**config.mk**
```make
export PLATFORM = sky130hd
export DESIGN_NAME = bin_to_bcd_display_flat
export DESIGN_NICKNAME = d
export VERILOG_FILES = /design/src/rtl/display_pkg.sv /design/src/rtl/bin_to_bcd_display_if.sv /design/src/rtl/bcd_digit_adjust.sv /design/src/rtl/bin_to_bcd_display.sv /design/src/flat_wrapper.sv
export SDC_FILE = /design/constraint.sdc
export NUM_CORES = 1
export LEC_CHECK = 0
export BUFFER_PORTS_ARGS = -buffer_cell sky130_fd_sc_hd__buf_2
export CAP_MARGIN = 15
export CORE_MARGIN = 2
export CORE_UTILIZATION = 25
export CTS_BUF_LIST = sky130_fd_sc_hd__clkbuf_4 sky130_fd_sc_hd__clkbuf_8
export DETAILED_ROUTE_END_ITERATION = 6
export PLACE_DENSITY = 0.46
export SKIP_CTS_REPAIR_TIMING = 1
export SLEW_MARGIN = 15
export SYNTH_ARGS = -nofsm -noshare
export SYNTH_HDL_FRONTEND = slang
export SYNTH_SLANG_ARGS = --single-unit
export TNS_END_PERCENT = 100
```
**constraint.sdc**
```tcl
create_clock -name clock -period 1.4 [get_ports clock]
set_input_delay 0.28 -clock clock [delete_from_list [all_inputs] [get_ports clock]]
set_output_delay 0.28 -clock clock [all_outputs]
set_load 0.1 [all_outputs]
```
**src/rtl/display_pkg.sv**
```systemverilog
// display_pkg: shared types and constants for the binary-to-BCD display path
package display_pkg;
  typedef enum logic [1:0] {IDLE, SHIFT, LOAD} state_t;
  typedef logic [3:0] digit_t;
  localparam int BIN_WIDTH_DEF = 16;
  localparam int DIGITS_DEF = 8;
  localparam digit_t ADD3_THRESHOLD = 4'd5;
endpackage

```
**src/rtl/bin_to_bcd_display_if.sv**
```systemverilog
// bin_to_bcd_display_if: start/done handshake plus BCD result bus
interface bin_to_bcd_display_if #(
  parameter int BIN_WIDTH = display_pkg::BIN_WIDTH_DEF,
  parameter int DIGITS = display_pkg::DIGITS_DEF
);
  logic start;
  logic [BIN_WIDTH-1:0] bin;
  logic busy;
  logic done;
  logic [4*DIGITS-1:0] bcd;
  logic [DIGITS-1:0] blank;
  logic overflow;
  modport master (output start, bin, input busy, done, bcd, blank, overflow);
  modport slave (input start, bin, output busy, done, bcd, blank, overflow);
endinterface

```
**src/rtl/bcd_digit_adjust.sv**
```systemverilog
// bcd_digit_adjust: double-dabble "if >= 5 add 3" correction for one BCD digit
module bcd_digit_adjust
  import display_pkg::*;
(
  input  digit_t d,
  output digit_t q
);
  assign q = d >= ADD3_THRESHOLD ? d + 4'd3 : d;
endmodule

```
**src/rtl/bin_to_bcd_display.sv**
```systemverilog
// bin_to_bcd_display: sequential double-dabble converter with leading-zero blanking
module bin_to_bcd_display
  import display_pkg::*;
#(
  parameter int BIN_WIDTH = BIN_WIDTH_DEF,
  parameter int DIGITS = DIGITS_DEF
) (
  input logic clock,
  input logic reset,
  bin_to_bcd_display_if.slave bus
);
  localparam int CW = $clog2(BIN_WIDTH + 1);
  localparam int SW = 4 * DIGITS;
  localparam logic [DIGITS-1:0] BLANK_RST = ~DIGITS'(1);
  state_t state, state_n;
  logic [BIN_WIDTH-1:0] binreg;
  logic [SW-1:0] scratch, adj;
  logic [CW-1:0] cnt;
  logic sticky;
  logic z;
  logic [DIGITS-1:0] blank_n;
  for (genvar i = 0; i < DIGITS; i++) begin : g_adj
    bcd_digit_adjust u_adj (.d(scratch[4*i+:4]), .q(adj[4*i+:4]));
  end
  assign bus.busy = state != IDLE;
  always_comb begin
    state_n = state == IDLE  ? (bus.start ? SHIFT : IDLE) :
              state == SHIFT ? (cnt == CW'(1) ? LOAD : SHIFT) : IDLE;
  end
  // a digit blanks only if it and every digit above it are zero
  always_comb begin
    z = 1'b1;
    blank_n = '0;
    for (int i = DIGITS - 1; i >= 0; i--) begin
      z = z & (scratch[4*i+:4] == 4'd0);
      blank_n[i] = z & ~sticky;
    end
    blank_n[0] = 1'b0;
  end
  always_ff @(posedge clock) begin
    if (reset) begin
      state <= IDLE;
      binreg <= '0;
      scratch <= '0;
      cnt <= '0;
      sticky <= 1'b0;
      bus.bcd <= '0;
      bus.blank <= BLANK_RST;
      bus.overflow <= 1'b0;
      bus.done <= 1'b0;
    end else begin
      state <= state_n;
      bus.done <= state == LOAD;
      if (state == IDLE && bus.start) begin
        binreg <= bus.bin;
        scratch <= '0;
        sticky <= 1'b0;
        cnt <= CW'(BIN_WIDTH);
      end else if (state == SHIFT) begin
        {scratch, binreg} <= {adj[SW-2:0], binreg, 1'b0};
        sticky <= sticky | adj[SW-1];
        cnt <= cnt - 1'b1;
      end else if (state == LOAD) begin
        bus.bcd <= scratch;
        bus.blank <= blank_n;
        bus.overflow <= sticky;
      end
    end
  end
endmodule

```
**src/flat_wrapper.sv**
```systemverilog
// flat-port wrapper written by rule: the top's interface ports become plain ports
module bin_to_bcd_display_flat import display_pkg::*;
#(
  parameter int BIN_WIDTH = BIN_WIDTH_DEF,
  parameter int DIGITS = DIGITS_DEF
)
  (clock, reset, bus_start, bus_bin, bus_busy, bus_done, bus_bcd, bus_blank, bus_overflow);
  bin_to_bcd_display_if #(.BIN_WIDTH(BIN_WIDTH), .DIGITS(DIGITS)) bus_i ();
  input logic clock;
  input logic reset;
  input wire logic [$bits(bus_i.start)-1:0] bus_start;
  input wire logic [$bits(bus_i.bin)-1:0] bus_bin;
  output wire logic [$bits(bus_i.busy)-1:0] bus_busy;
  output wire logic [$bits(bus_i.done)-1:0] bus_done;
  output wire logic [$bits(bus_i.bcd)-1:0] bus_bcd;
  output wire logic [$bits(bus_i.blank)-1:0] bus_blank;
  output wire logic [$bits(bus_i.overflow)-1:0] bus_overflow;
  assign bus_i.start = bus_start;
  assign bus_i.bin = bus_bin;
  assign bus_busy = bus_i.busy;
  assign bus_done = bus_i.done;
  assign bus_bcd = bus_i.bcd;
  assign bus_blank = bus_i.blank;
  assign bus_overflow = bus_i.overflow;
  bin_to_bcd_display #(.BIN_WIDTH(BIN_WIDTH), .DIGITS(DIGITS)) u_core (.clock(clock), .reset(reset), .bus(bus_i));
endmodule
```
==> results of run 1 <==
[layer usage]
layer  vias up  wire length (um)
met3        18               645
met4         0               185
met1      2056              6055
met5         -                 0
met2        90              6547
li1       2210                 -
[state kept, by name (all words and copies together) (netlist names), 2 cells and up]
| name | cells |
|---|---|
| u_core.bus.blank | 7 |
| u_core.scratch | 32 |
| u_core.bus.bcd | 32 |
| u_core.state | 2 |
| u_core.binreg | 16 |
| u_core.cnt | 5 |
[cell families after synthesis]
family                   synth area share, %
multiplexers                           1.701
other                                0.07967
buffers and inverters                  7.283
adder cells (fa/ha/maj)                6.645
AND/OR/NAND/NOR                        22.81
flip-flops                             41.25
AO/OA/AOI/OAI                          19.67
XOR/XNOR                              0.5583
[cell type report]
type                            count  area, um2  area share [%]
Clock buffer                       11      151.4           2.180
Clock inverter                      4      51.30          0.7387
Inverter                           19      78.83           1.135
Multi-Input combinational cell    416       2898           41.73
Sequential cell                    97       1976           28.45
Tap cell                          234      292.8           4.216
Timing Repair Buffer              143       1496           21.55
[cells in the mapped netlist, types with 2 or more instances]
master / number / share of area, %
a2111oi_0: 4 / 0.74
a2111oi_1: 2 / 0.43
a2111oi_2: 2 / 0.64
a211oi_1: 15 / 2.4
a21oi_1: 77 / 8.2
a22o_1: 8 / 1.5
a311oi_1: 2 / 0.37
a31oi_1: 9 / 1.2
a41oi_1: 8 / 1.5
buf_2: 21 / 2.2
buf_4: 4 / 0.64
buf_6: 5 / 1.2
clkbuf_1: 20 / 1.6
dfxtp_1: 97 / 41
ha_1: 25 / 6.6
inv_1: 19 / 1.5
mux2i_1: 8 / 1.7
nand2_1: 75 / 6.0
nand2b_1: 10 / 1.3
nand3_1: 10 / 1.1
nand3b_1: 2 / 0.32
nor2_1: 73 / 5.8
nor2_2: 3 / 0.40
nor2b_1: 17 / 2.3
nor3_1: 17 / 1.8
nor3b_1: 9 / 1.4
o21ai_0: 16 / 1.7
o21ai_1: 3 / 0.32
xnor2_1: 2 / 0.37
[path summary, 6_finish.rpt]
path	startpoint	endpoint	depth (start not counted)
worst max-delay path	u_core.state[1]	bus_busy	3
worst min register to register	u_core.bus.bcd[6]	u_core.bus.bcd[6]	2
worst max register to register	u_core.scratch[28]	u_core.bus.blank[3]	6
worst min-delay path	bus_bin[0]	u_core.binreg[0]	3
[critical path, stage by stage (launching register included)]
cell and delay (ns):
dfxtp_4 0.36, or2_4 0.26, buf_6 0.12, buf_12 0.15
[metrics by stage]
step / total power [mW] / instance area (um2)
final: 5.906 / 6944
after global routing: 6.197 / 6944
after CTS: 5.717 / 6140
after detailed placement: 3.779 / 5937
after global placement: 3.758 / 5937
after floorplan: 3.502 / 4723
[power by group through the flow]
stage	Combinational (mW)	Clock [mW]	Sequential, mW
after global routing	1.19	2.08	2.92
after floorplan	0.534	0	2.97
after CTS	0.818	2.00	2.90
after detailed placement	0.812	0	2.97
after global placement	0.795	0	2.96
final	1.10	1.90	2.90
==> results.tsv, run 1 <==
stage	metric	value	unit
global_routing	grt_usage	12.60	%
detailed_routing	drtIter0Drc	169	
power_and_ir_drop	ir_worst_vdd	0.3827	mV
setup_path	arrival	1.27	ns
timing	period_minus_slack	1.553	ns
die	initial_core_util	25.33	%
synth	ys_seq_area_share	41.25	%
detailed_routing	drcViolationCount	0	
placement	pre_cts_ws	-0.1741	ns
cells_and_area	nFillCells	1867	
global_routing	grt.met1_usage	16.03	%
setup_path	critPathRequiredTime	1.12	ns
die	num_rows	50	
setup_path	cp-start-kind	register	
timing	rsz0062_at_grt	yes	
clock_tree	numCtsBuffers	9	
placement	place.detailed.hpwl	8453	um
power_and_ir_drop	p_int	4.266	mW
power_and_ir_drop	combPwrFrac	18.6	%
detailed_routing	wire_per_inst	14.54	um
synth	ys_types	48	
global_routing	grt.met2_usage	20.80	%
clock_tree	clock_path_buffers	2	
synth	synth_edf_count	0	
placement	dpl.cell_count	889	
cells_and_area	layout_common_cells	78 x dfxtp_1, 75 x nand2_1, 72 x a21oi_1, 72 x nor2_1, 68 x buf_4	
die	die_area	19940	um2
timing	setup_viol	6	
die	die_w	141.2	um
synth	synth_ff_type	dfxtp_1	
timing	finalCritPeriodShare	110.9	%
power_and_ir_drop	p_clk_share	32.2	%
cells_and_area	final_util	37.37	%
global_routing	grt_pass1_wl	20510	um
power_and_ir_drop	p_per_area	850.4	nW/um2
synth	ys_async_sr_fraction	0	%
placement	io_buffer_count	60	
setup_path	cp-end-kind	output port	
global_routing	antenna_found_initial	0	
cells_and_area	drive_gt1_share	37.39	%
timing	hold_violations	0	
cells_and_area	antenna_cells	0	
outcome	violations	setup timing	
timing	tightest_slew	0.5140	ns
clock_tree	clk_pin_slew	0.09	ns
clock_tree	cts-root-buf	clkbuf_8	
detailed_routing	via_per_inst	4.734	
timing	max_freq	643.8	MHz
timing	whs	0.1946	ns
placement	gp_congestion	0.7636	
timing	worst_slack	-0.1533	ns
power_and_ir_drop	seqPwrFrac	49.2	%
power_and_ir_drop	power_leakage	2.646	nW
setup_path	path_class	reg -> out	
clock_tree	cts_max_level	3	
die	ios	62	
cells_and_area	final_common_cell	dfxtp_1	
detailed_routing	routed_wl	13430	um
timing	maxSlewHeadroom	65.69	%
cells_and_area	nNetsFinal	730	
global_routing	grt_max_degree	52	
global_routing	use_met3	3.329	%
clock_tree	clkSinkCount	97	
timing	slew_violations	0	
flow_run	drv_cap	0	
synth	syn_area	4707	um2
synth	yosysWarnings	0	
cells_and_area	final_cell_count_no_fill	924	
detailed_routing	drt_pass1_iterations	4	
global_routing	grt_pass1_vias	4227	
outcome	status	finished, violations left	
setup_path	rrSetupSlack	-0.02	ns
synth	syn_inst	582	
detailed_routing	vias	4374	
global_routing	overflow	0	
setup_path	crit_fanout	3	
synth	syn_avg_cell_area	8.088	um2
power_and_ir_drop	power.switching	1.639	mW
synth	synth-seq-cells	97	
min_path	hold_path.class	in -> reg	
die	fp.dieH	141.2	um
cells_and_area	areaGrowthSynthToFinish	47.53	%
die	coreArea	18580	um2
global_routing	grt.busiest_layer	met2	
timing	fin_worst_skew	0.01299	ns
timing	setup_tns	-0.2268	ns
clock_tree	insertion_delay	0.38	ns
detailed_routing	drtAntennaViolNets	0	
synth	syn_nets	626	
clock_tree	tritoncts	yes	
power_and_ir_drop	swShare	27.75	%
(Power assumes the default switching activity.)
==> inputs of run 2 (changes only) <==
- CORE_UTILIZATION: 25 -> 54
- PLACE_DENSITY: 0.46 -> 0.82
==> run 2 against run 1 <==
- the run still ends with setup timing left
- wire length rose by 17%
- global-route usage rose by 11 points
- die area down 52%
- largest cell class unchanged
- highest routed layer unchanged
==> results.tsv, run 2 (synthesis results as in run 1) <==
stage	metric	value	unit	change
cells_and_area	fin_area	6600	um2	-5.0%
clock_tree	clkSinkCount	97		unchanged
placement	pre_cts_ws	-0.2159	ns	-0.04180 ns
detailed_routing	wire_per_inst	19.70	um	+36%
detailed_routing	drcViolationCount	0		unchanged
setup_path	critPathRequiredTime	1.12	ns	about the same
power_and_ir_drop	ir_worst_vdd	0.5295	mV	+38%
cells_and_area	biggestRegsByFlops	u_core.bus.bcd x32, u_core.scratch x32, u_core.binreg x16		
timing	hold_violations	0		unchanged
timing	setup_viol	41		+35
timing	maxSlewHeadroom	54.60	%	-11 points
cells_and_area	final_cell_count_no_fill	801		-13%
timing	tightest_slew	0.6738	ns	+0.1599 ns
placement	gp_congestion	0.8391		+9.9%
global_routing	antenna_found_initial	0		unchanged
power_and_ir_drop	p_per_area	929.3	nW/um2	+9.3%
detailed_routing	drt_pass1_iterations	5		+1
timing	whs	0.2329	ns	+0.03837 ns
placement	dpl.cell_count	752		-15%
setup_path	path_class	reg -> out		
detailed_routing	drtIter0Drc	325		+92%
detailed_routing	via_per_inst	6.164		+30%
min_path	hold_path.class	in -> reg		
clock_tree	cts_max_level	3		unchanged
timing	rsz0062_at_grt	yes		
timing	slew_violations	0		unchanged
timing	setup_tns	-2.123	ns	-1.896 ns
global_routing	grt_max_degree	59		+13%
cells_and_area	antenna_cells	0		unchanged
die	ios	62		unchanged
global_routing	grt_usage	23.19	%	+11 points
placement	io_buffer_count	60		unchanged
setup_path	cp-end-kind	output port		
cells_and_area	nFillCells	534		-71%
cells_and_area	layout_common_cells	79 x dfxtp_1, 75 x nand2_1, 72 x nor2_1, 69 x a21oi_1, 63 x buf_4		
die	die_w	97.37	um	-31%
detailed_routing	vias	4937		+13%
setup_path	crit_fanout	5		+2
global_routing	grt_pass1_vias	4110		-2.8%
global_routing	overflow	0		unchanged
detailed_routing	drtAntennaViolNets	0		unchanged
placement	place.detailed.hpwl	7232	um	-14%
clock_tree	clk_pin_slew	0.10	ns	about the same
die	initial_core_util	54.78	%	+29 points
clock_tree	insertion_delay	0.40	ns	+0.02 ns
clock_tree	clock_path_buffers	2		unchanged
setup_path	cp-start-kind	register		
cells_and_area	final_util	76.81	%	+39 points
clock_tree	cts-root-buf	clkbuf_8		
clock_tree	numCtsBuffers	9		unchanged
power_and_ir_drop	power_leakage	2.601	nW	-1.7%
timing	worst_slack	-0.1932	ns	-0.03991 ns
cells_and_area	final_common_cell	dfxtp_1		
clock_tree	tritoncts	yes		
setup_path	arrival	1.31	ns	+0.04 ns
timing	max_freq	627.7	MHz	-2.5%
global_routing	grt_pass1_wl	18370	um	-10%
cells_and_area	areaGrowthSynthToFinish	40.22	%	
cells_and_area	drive_gt1_share	37.95	%	+0.56 points
detailed_routing	routed_wl	15780	um	+17%
die	die_area	9480	um2	-52%
outcome	violations	setup timing		
die	coreArea	8593	um2	-54%
placement	placed_cell_area	5379	um2	-9.4%
timing	finalCritPeriodShare	113.8	%	+2.9 points
die	num_rows	34		-32%
outcome	status	finished, violations left		
flow_run	drv_cap	0		unchanged
cells_and_area	nNetsFinal	732		+0.27%
timing	period_minus_slack	1.593	ns	+0.03991 ns
power_and_ir_drop	finalPower	6.134	mW	+3.9%
timing	fin_worst_skew	0.01816	ns	+0.005173 ns
die	fp.dieH	97.37	um	-31%
## run 2: changes by cell type in the layout (fill, tap and decap cells not counted), moves of 3 or more
cell / delta
inv_1: +4
buf_4: -5
clkbuf_4: +19
inv_2: -3
buf_12: -22
a21oi_1: -3
a211oi_2: +3
buf_6: +5
a211oi_1: -4
buf_8: +3
## run 2: final timing paths
path                 startpoint                  end  slack, ns  cells past startpoint
max             u_core.state[1]             bus_busy      -0.19                      3
min                  bus_bin[0]     u_core.binreg[0]       0.23                      3
max reg2reg  u_core.scratch[28]  u_core.bus.blank[5]      -0.15                      6
min reg2reg  u_core.bus.bcd[19]   u_core.bus.bcd[19]       0.46                      2
## run 2: report_power, final
group	internal, mW	switching [mW]
Combinational	0.547	0.686
Sequential	2.84	0.0719
Clock	0.919	1.07
## run 2: layout make-up
class | instances | area (um2) | share of cell area [%]
repair buffers | 145 | 1292 | 19.58
multi-input cells | 416 | 2917 | 44.19
inverters | 19 | 76.32 | 1.156
flip-flops and latches | 97 | 1974 | 29.91
clock buffers | 11 | 151.4 | 2.294
clock inverters | 5 | 53.80 | 0.8152
well taps | 108 | 135.1 | 2.047
## run 2: worst max-delay path, stage by stage (launching register included)
cell,delay (ns)
dfxtp_4,0.38
or2_4,0.27
buf_6,0.12
buf_12,0.15
## run 2: routing by layer
layer  track usage (%)  share of wire, %  vias to the layer above
li1                  -                 -                     2205
met1             29.09                38                     2345
met2             39.73                49                      299
met3             3.957               8.1                       88
met4             9.081               5.6                        0
met5                 0                 0                        -
==> inputs of run 3 (changes only) <==
- CORE_UTILIZATION: 54 -> 62
- CTS_BUF_LIST: sky130_fd_sc_hd__clkbuf_4 sky130_fd_sc_hd__clkbuf_8 -> sky130_fd_sc_hd__clkbuf_4 sky130_fd_sc_hd__clkbuf_8 sky130_fd_sc_hd__clkbuf_16
- PLACE_DENSITY: 0.82 -> 0.89
- clock period: 1.4 -> 2 ns (I/O delays scaled with it)
==> run 3 against run 2 <==
- the flow now finishes without violations
- sequential share of layout area increased by 7.7 points
- wire length decreased by 36%
- clock skew decreased by 0.010 ns
- final area decreased by 22%
- final cell count decreased by 10%
- power decreased by 39%
- sequential cell count unchanged
- combinational power decreased by 62%
- worst setup slack improved by 0.38 ns
- core utilization decreased by 6.1 points
- critical path type is now reg -> reg
==> results.tsv, run 3 (synthesis results as in run 1) <==
stage	metric	value	unit	change
clock_tree	cts-root-buf	clkbuf_8		
timing	max_freq	552.5	MHz	
outcome	status	finished, final reports clean		
placement	place.detailed.hpwl	6720	um	-7.1%
placement	placed_cell_area	4967	um2	-7.7%
clock_tree	cts_max_level	3		unchanged
cells_and_area	nFillCells	591		+11%
timing	maxSlewHeadroom	60.77	%	+6.2 points
cells_and_area	layout_common_cells	97 x dfxtp_1, 77 x a21oi_1, 75 x nand2_1, 73 x nor2_1, 59 x buf_2		
placement	gp_congestion	0.8259		-1.6%
flow_run	drv_cap	0		unchanged
global_routing	overflow	0		unchanged
die	fp.dieH	91.13	um	-6.4%
detailed_routing	wire_per_inst	14.08	um	-29%
cells_and_area	drive_gt1_share	16.48	%	-21 points
cells_and_area	fin_area	5157	um2	-22%
power_and_ir_drop	finalPower	3.731	mW	-39%
cells_and_area	final_util	70.73	%	-6.1 points
global_routing	antenna_found_initial	0		unchanged
timing	finalCritPeriodShare	90.50	%	
detailed_routing	drtIter0Drc	285		-12%
power_and_ir_drop	p_per_area	723.5	nW/um2	-22%
power_and_ir_drop	ir_worst_vdd	0.4731	mV	-11%
timing	setup_tns	0	ns	+2.123 ns
global_routing	grt_pass1_wl	17460	um	-4.9%
placement	io_buffer_count	60		unchanged
global_routing	grt_usage	25.24	%	+2.1 points
timing	setup_viol	0		-100%
cells_and_area	areaGrowthSynthToFinish	9.569	%	
cells_and_area	antenna_cells	0		unchanged
placement	dpl.cell_count	702		-6.6%
timing	hold_violations	0		unchanged
detailed_routing	via_per_inst	5.776		-6.3%
timing	fin_worst_skew	0.008134	ns	-0.01003 ns
clock_tree	tritoncts	yes		
setup_path	cp-start-kind	register		
global_routing	grt_pass1_vias	3876		-5.7%
timing	slew_violations	0		unchanged
power_and_ir_drop	power_leakage	2.073	nW	-20%
setup_path	cp-end-kind	register		
timing	tightest_slew	0.5863	ns	-0.08755 ns
detailed_routing	drt_pass1_iterations	5		unchanged
die	initial_core_util	64.55	%	+9.8 points
detailed_routing	routed_wl	10110	um	-36%
min_path	hold_path.class	in -> reg		
cells_and_area	final_common_cell	dfxtp_1		
die	num_rows	31		-8.8%
die	die_w	91.13	um	-6.4%
detailed_routing	drtAntennaViolNets	0		unchanged
cells_and_area	nNetsFinal	658		-10%
clock_tree	clk_pin_slew	0.10	ns	about the same
timing	period_minus_slack	1.810	ns	
detailed_routing	drcViolationCount	0		unchanged
placement	pre_cts_ws	0.2692	ns	+0.4851 ns
clock_tree	clkSinkCount	97		unchanged
clock_tree	numCtsBuffers	9		unchanged
timing	whs	0.2865	ns	+0.05351 ns
setup_path	arrival	2.12	ns	+0.81 ns
cells_and_area	biggestRegsByFlops	u_core.bus.bcd x32, u_core.scratch x32, u_core.binreg x16		
timing	rsz0062_at_grt	no		
die	die_area	8305	um2	-12%
die	coreArea	7292	um2	-15%
setup_path	path_class	reg -> reg		
setup_path	rrSetupSlack	0.19	ns	+0.34 ns
setup_path	critPathRequiredTime	2.31	ns	+1.19 ns
clock_tree	insertion_delay	0.37	ns	-0.03 ns
detailed_routing	vias	4147		-16%
global_routing	grt_max_degree	40		-32%
setup_path	crit_fanout	30		+25
die	ios	62		unchanged
clock_tree	clock_path_buffers	2		unchanged
timing	worst_slack	0.1899	ns	+0.3831 ns
cells_and_area	final_cell_count_no_fill	718		-10%
-- run 3: layout make-up --
cell class / count / area, um2 / area share, %
Timing Repair Buffer: 72 / 405.4 / 7.860
Clock buffer: 11 / 151.4 / 2.935
Clock inverter: 5 / 38.79 / 0.7521
Inverter: 19 / 71.32 / 1.383
Multi-Input combinational cell: 415 / 2425 / 47.02
Sequential cell: 97 / 1942 / 37.65
Tap cell: 99 / 123.9 / 2.402
-- run 3: final timing paths --
kind	startpoint	end	cells after the start
min	bus_bin[0]	u_core.binreg[0]	3
max	u_core.state[0]	u_core.scratch[13]	5
max reg2reg	u_core.state[0]	u_core.scratch[13]	5
min reg2reg	u_core.bus.bcd[3]	u_core.bus.bcd[3]	2
-- run 3: where the power goes --
| group | internal [mW] | switching, mW |
|---|---|---|
| registers | 1.99 | 0.0494 |
| logic | 0.167 | 0.306 |
| clock network | 0.527 | 0.694 |
| total | 2.68 | 1.05 |
-- run 3: worst max-delay path, cell delays in order, from the launching register on --
cell and delay [ns]:
dfxtp_1 0.63, nand2b_4 0.32, buf_4 0.26, a2111oi_1 0.31
a41oi_1 0.09, a21oi_1 0.14
-- run 3: metal layers --
| layer | GRT usage [%] | routed length [um] | vias up |
|---|---|---|---|
| met1 | 32.49 | 4504 | 1930 |
| li1 | - | - | 2044 |
| met4 | 9.848 | 192 | 0 |
| met3 | 3.651 | 607 | 20 |
| met2 | 42.78 | 4808 | 153 |
| met5 | 0 | 0 | - |
